===== src/rtl/mem_arb_pkg.sv =====
// Shared definitions for the I/D memory arbiter:
// burst codes, beat counts, FSM states, port ids.
package mem_arb_pkg;

  localparam logic [1:0] SZ_1  = 2'b00;
  localparam logic [1:0] SZ_4  = 2'b01;
  localparam logic [1:0] SZ_8  = 2'b10;
  localparam logic [1:0] SZ_16 = 2'b11;

  typedef enum logic [1:0] {
    IDLE,
    I_BURST,
    D_BURST,
    TAIL
  } state_t;

  localparam logic PORT_I = 1'b0;
  localparam logic PORT_D = 1'b1;

  function automatic logic [4:0] beats_of(
    input logic [1:0] code
  );
    logic [4:0] n;
    n = 5'd1;
    unique case (code)
      SZ_1:    n = 5'd1;
      SZ_4:    n = 5'd4;
      SZ_8:    n = 5'd8;
      SZ_16:   n = 5'd16;
      default: n = 5'd1;
    endcase
    return n;
  endfunction

endpackage


===== src/rtl/mem_burst_seq.sv =====
// Burst sequencer: beat counter, beat address and last-beat flag.
// Ports: clock, reset, load, advance, start, size -> address, last.
module mem_burst_seq
  import mem_arb_pkg::*;
(
  input  logic        clock,
  input  logic        reset,
  input  logic        load,
  input  logic        advance,
  input  logic [31:0] start,
  input  logic [1:0]  size,
  output logic [31:0] address,
  output logic        last
);

  logic [31:0] base_q;
  logic [3:0]  cnt_q;
  logic [3:0]  top_q;

  always_ff @(posedge clock or posedge reset) begin
    if (reset) begin
      base_q <= '0;
      cnt_q  <= '0;
      top_q  <= '0;
    end else if (load) begin
      base_q <= start;
      cnt_q  <= '0;
      top_q  <= 4'(beats_of(size) - 5'd1);
    end else if (advance) begin
      cnt_q  <= cnt_q + 4'd1;
    end
  end

  // Address wraps modulo 2^32.
  assign address = base_q + {26'd0, cnt_q, 2'b00};
  assign last    = (cnt_q == top_q);

endmodule


===== src/rtl/mem_arbiter.sv =====
// Arbitrates one memory between fetch (I) and load/store (D) ports.
// Ports: i_* fetch side, d_* load/store side, m_* memory side, err.
module mem_arbiter
  import mem_arb_pkg::*;
#(
  parameter logic [31:0] BASE_ADDR    = 32'h8002_0000,
  parameter int unsigned MEM_BYTES    = 1048576,
  parameter int unsigned STARVE_LIMIT = 2
) (
  input  logic        clock,
  input  logic        reset,
  input  logic        i_req,
  input  logic [31:0] i_address,
  input  logic [1:0]  i_access_size,
  output logic        i_grant,
  output logic        i_valid,
  output logic [31:0] i_data,
  input  logic        d_req,
  input  logic        d_rw,
  input  logic [31:0] d_address,
  input  logic [1:0]  d_access_size,
  input  logic [31:0] d_data_in,
  output logic        d_grant,
  output logic        d_valid,
  output logic [31:0] d_data,
  output logic        err,
  output logic [31:0] m_address,
  output logic [31:0] m_data_in,
  output logic [1:0]  m_access_size,
  output logic        m_rw,
  output logic        m_enable,
  input  logic        m_busy,
  input  logic [31:0] m_data_out
);

  localparam int SW = $clog2(STARVE_LIMIT + 1);
  localparam logic [SW-1:0] STARVE_MAX = SW'(STARVE_LIMIT);
  localparam logic [32:0] END_ADDR =
    33'(BASE_ADDR) + 33'(MEM_BYTES);

  state_t state_q, state_n;

  logic          owner_q;
  logic          rw_q;
  logic          rvalid_q;
  logic [SW-1:0] starve_q;

  logic        arb_en;
  logic        pick_d;
  logic        pick_i;
  logic [31:0] req_addr;
  logic [1:0]  req_size;
  logic        req_rw;
  logic [32:0] req_end;
  logic        bad;
  logic        take;
  logic        load;
  logic        in_burst;
  logic        advance;
  logic [31:0] seq_addr;
  logic        seq_last;
  logic        own_d;
  logic        d_wr;

  // Grants are decided combinationally in IDLE; reset masks them.
  assign arb_en = (state_q == IDLE) & ~reset;

  // D has priority until I has been passed over STARVE_LIMIT times.
  assign pick_d = d_req & (~i_req | (starve_q != STARVE_MAX));
  assign pick_i = i_req & ~pick_d;

  assign req_addr = pick_d ? d_address     : i_address;
  assign req_size = pick_d ? d_access_size : i_access_size;
  assign req_rw   = pick_d ? d_rw          : 1'b1;

  // 33-bit end address so a burst near 2^32 cannot wrap past the check.
  assign req_end = {1'b0, req_addr}
                 + {26'd0, beats_of(req_size), 2'b00};

  assign bad = (req_addr[1:0] != 2'b00)
             | (req_addr < BASE_ADDR)
             | (req_end > END_ADDR);

  assign take = arb_en & (pick_d | pick_i);
  assign load = take & ~bad;

  assign in_burst = (state_q == I_BURST) | (state_q == D_BURST);
  assign advance  = in_burst & ~m_busy;

  assign own_d = (owner_q == PORT_D);
  assign d_wr  = own_d & ~rw_q;

  mem_burst_seq u_seq (
    .clock   (clock),
    .reset   (reset),
    .load    (load),
    .advance (advance),
    .start   (req_addr),
    .size    (req_size),
    .address (seq_addr),
    .last    (seq_last)
  );

  always_ff @(posedge clock or posedge reset) begin
    if (reset) begin
      state_q  <= IDLE;
      owner_q  <= PORT_I;
      rw_q     <= 1'b1;
      rvalid_q <= 1'b0;
      starve_q <= '0;
    end else begin
      state_q  <= state_n;
      rvalid_q <= advance & rw_q;
      if (load) begin
        owner_q <= pick_d ? PORT_D : PORT_I;
        rw_q    <= req_rw;
      end
      if (take) begin
        if (pick_i) begin
          starve_q <= '0;
        end else if (i_req && starve_q != STARVE_MAX) begin
          starve_q <= starve_q + 1'b1;
        end
      end
    end
  end

  always_comb begin
    state_n = state_q;
    unique case (state_q)
      IDLE: begin
        if (load) begin
          state_n = pick_d ? D_BURST : I_BURST;
        end
      end
      I_BURST, D_BURST: begin
        if (advance && seq_last) begin
          state_n = rw_q ? TAIL : IDLE;
        end
      end
      TAIL:    state_n = IDLE;
      default: state_n = IDLE;
    endcase
  end

  always_comb begin
    i_grant       = take & pick_i;
    d_grant       = take & pick_d;
    err           = take & bad;
    m_access_size = SZ_1;
    m_enable      = 1'b0;
    m_address     = '0;
    m_rw          = 1'b1;
    m_data_in     = '0;
    i_valid       = 1'b0;
    i_data        = '0;
    d_valid       = 1'b0;
    d_data        = '0;
    if (in_burst) begin
      m_enable  = 1'b1;
      m_address = seq_addr;
      m_rw      = rw_q;
      if (d_wr) begin
        m_data_in = d_data_in;
      end
    end
    // Read data returns one cycle after each accepted beat.
    if (rvalid_q) begin
      if (own_d) begin
        d_valid = 1'b1;
        d_data  = m_data_out;
      end else begin
        i_valid = 1'b1;
        i_data  = m_data_out;
      end
    end
    // Writes are acknowledged in the beat they are accepted.
    if (advance && d_wr) begin
      d_valid = 1'b1;
    end
  end

endmodule

===== config.mk =====
export PLATFORM = sky130hd
export DESIGN_NAME = mem_arbiter
export DESIGN_NICKNAME = d
export VERILOG_FILES = /design/src/rtl/mem_arb_pkg.sv /design/src/rtl/mem_burst_seq.sv /design/src/rtl/mem_arbiter.sv
export SDC_FILE = /design/constraint.sdc
export NUM_CORES = 1
export LEC_CHECK = 0
export ABC_AREA = 1
export CORE_ASPECT_RATIO = 0.9
export CORE_UTILIZATION = 40
export CTS_CLUSTER_SIZE = 25
export DETAILED_ROUTE_END_ITERATION = 12
export PLACE_DENSITY = 0.82
export SETUP_SLACK_MARGIN = 0.15
export SLEW_MARGIN = 0
export SYNTH_ARGS = -nofsm -noshare
export SYNTH_HDL_FRONTEND = slang
export SYNTH_SLANG_ARGS = --single-unit
export TNS_END_PERCENT = 20

===== constraint.sdc =====
create_clock -name clock -period 11.66 [get_ports clock]
set_clock_uncertainty 0.15 [all_clocks]
set_input_delay 1.749 -clock clock [delete_from_list [all_inputs] [get_ports clock]]
set_output_delay 1.749 -clock clock [all_outputs]
set_load 0.05 [all_outputs]

==> results.txt <==
status - complete, no violations
CP Launch Type - primary input
drt drc - 0
setup violators final - 0
Slowest-stage cell, CP - clkdlybuf4s50_1
Hold/Removal Path Class - flip-flop to flip-flop
CP Class - primary input to output port
Netlist cell types - 46
final hold viol count - 0
Root Driver - clkbuf_16
nets@finish - 1375
gr usage total - 26.2%
worst-margin pin slew - 1.10 ns
main combinational cell family by area after synthesis - simple AND/OR/NAND/NOR gates
htree depth - 2
# IOs - 275
postcts setup bufs - 0
IO buf count - 272
initial antenna violation count - 0
row count - 39
Slew HR - 26.3%
Crit Path Max Fanout - 58
Synth Area in Simple Gates - 49.4%
FMAX - 0.109 GHz
final setup TNS - 0 ns
count of clock tree sinks - 46
synthesized flop and latch total - 46
Die Footprint - 0.0139 sq mm
max capacitance violation total - 0
slack of the critical path - 2.48 ns
commonest non-fill, non-tap cell in the layout - nand2_1
vias - 6772
register area share after synthesis - 21.4%
post-synthesis cell area - 0.00539 sq mm
adder-cell area share of the yosys netlist - 3.39%
RSZ-0062 raised after global routing - no
antenna-violating nets left - 0
dpl hpwl - 15.1 mm
clock latency at the later pin of the worst-skew pair - 0.28 ns
Ys Warns - 0
post-cts sizing count - 0
vias in the first global route - 5947
Initial DRT Pass Iterations - 5
post-DR vias/cell - 4.88
Iteration-0 DRC Markers - 434
chip width - 124 microns
CP Data Required Time - 9.76 ns
filler cell count - 1267
most frequent cells in the layout - 287 x nand2_1, 272 x clkdlybuf4s50_1, 186 x nor2_1
post-synthesis mux area share - 0%
CTS buffer count - 5
first-pass GRT wire length - 30.1 mm
Hold-fix buffers, CTS - 0
Congestion Overflow GR - 0
Reg clk slew, reported paths - 0.06 ns
layout cells sized above 1 - 3.02%
# diodes - 0
Core ar. - 0.0129 sq mm
Post-synth EDFFs - 0
DP Worst Slack - 2.56 ns
Compound-Gate Fraction of Synth Area - 9.34%
CTS Buffer Depth - 2
maximum VDD drop - 0.000102 V
Cell Chain, Critical Path - clkdlybuf4s50_1 > nand2_4 > inv_1 > or2_2 > o21ai_0 > inv_1 > nor2_1 > ha_1 > ha_1 > nand3_1 > nand3_1 > nand2_1 > nand2_1 > nand2_2 > nor2_4 > nand3_1 > nor2_1 > nand2_1 > nand3b_1 > nor3_2 > nand2_1 > nand2_2 > a21boi_0 > clkdlybuf4s50_1
Die Height - 112 microns
Synth Instances - 978
syn avg cell area - 5.51 sq um
leak pwr - 4.03 nW
final WL - 18.6 mm
asr flop ratio synth - 100%
Post-Synth XOR/XNOR Area - 2.28%
CP peak stage delay - 0.86 ns
Layout area overhead - 54.0%
pwr/cell area - 182 mW/mm^2
CP arrival - 7.28 ns
Worst Setup End Kind - output port
initial core utilization - 41.7%
reg2reg setup slack - 5.78 ns
RePlAce Congestion - 0.957
Main synth FF type - dfrtp_1
largest net degree at the start of global routing - 59
Slew Viols, Final - 0
final cycle utilization of the critical path - 78.7%
CP bufs+invs - 4
Final Critical Period - 9.18 ns
CTS tree - yes
Top delay family on crit path - simple AND/OR/NAND/NOR gates
CP most frequent cell - nand2_1
WL/cell - 13.4 microns
==> cells by family (layout without fill, tap and decap cells) <==
kind of cell,after synthesis,count (layout)
flops,46,46
xor+xnor,14,14
fa+ha+maj,14,14
compound gates,94,94
simple gates,621,621
buf+inv,188,433
other cells,1,2
==> tightest hold or removal path, cell delays in order, from the launching register on <==
cell	delay, ns
dfrtp_1	0.32
inv_1	0.05
nand2_1	0.06
==> routing by layer <==
metal | GRT usage, % | wire, microns | vias to the layer above
met3 | 3.48 | 992 | 29
li1 | - | - | 3521
met2 | 44.2 | 8870 | 240
met1 | 35.1 | 8350 | 2982
met5 | 0 | 0 | -
met4 | 7.07 | 356 | 0
==> report_power, final <==
group	switching [W]	internal, W
logic	0.000719	0.000347
registers	0.0000703	0.000214
clock network	0.0000575	0.000101
==> sequential cells by signal, summed over array words and instances, names as in the netlist <==
| register | cells |
|---|---|
| u_seq.top_q | 3 |
| starve_q | 2 |
| own_d | 1 |
| rw_q | 1 |
| u_seq.base_q | 32 |
| state_q | 2 |
| rvalid_q | 1 |
| u_seq.cnt_q | 4 |
==> area by class of cell <==
cell class	instances	area [sq um]	area share, %
sequential	46	1150	13.9
multi-input combinational	745	3480	41.9
timing repair buffer	273	2730	32.9
tap	164	205	2.47
clock buffer	7	133	1.60
clock inverter	1	30.0	0.362
inverter	152	571	6.88
==> cells in the mapped netlist, types with 2 or more instances <==
library cell,number,area (sq um)
nand2_1,287,1080
nor2_1,186,698
inv_1,149,559
nand3_1,62,310
dfrtp_1,45,1130
o21ai_1,34,170
nor3_1,27,135
o21ai_0,27,135
a21oi_1,21,105
nand4_1,15,93.8
clkbuf_1,13,48.8
ha_1,13,163
xor2_1,13,114
buf_2,10,50.1
nand3b_1,10,75.1
buf_4,6,45.0
nand2_2,6,37.5
buf_1,4,15.0
nor2_2,4,25.0
nor4_1,4,25.0
or2_2,4,25.0
a31oi_1,3,18.8
buf_6,3,33.8
inv_2,3,11.3
nor2_4,3,33.8
and2_1,2,12.5
nand2_4,2,22.5
nor3_2,2,20.0
o31ai_1,2,15.0
or2_1,2,12.5
==> metrics by stage <==
| stage | instances | hold slack (ns) | area [sq um] | utilization [%] | power [W] |
|---|---|---|---|---|---|
| 4_1_cts | 1388 | 0.319 | 8300 | 64.2 | 0.00151 |
| 5_1_grt | 1388 | 0.359 | 8300 | 64.2 | 0.00162 |
| 6_report | 1388 | 0.315 | 8300 | 64.2 | 0.00151 |
| 3_3_place_gp | 1380 | 0.298 | 8130 | 62.9 | 0.00134 |
| 2_1_floorplan | 979 | 0.281 | 5390 | - | 0.00101 |
| 3_5_place_dp | 1380 | 0.303 | 8130 | 62.9 | 0.00135 |
==> worst paths after layout <==
| check | startpoint | end | cells past startpoint |
|---|---|---|---|
| min in group asynchronous | reset | u_seq.base_q[1] | 3 |
| max reg2reg | starve_q[0] | u_seq.base_q[26] | 29 |
| max in group asynchronous | reset | u_seq.base_q[23] | 3 |
| min | u_seq.base_q[31] | u_seq.base_q[31] | 2 |
| max | d_req | err | 24 |
| min reg2reg | u_seq.base_q[31] | u_seq.base_q[31] | 2 |
(Power assumes the default switching activity.)
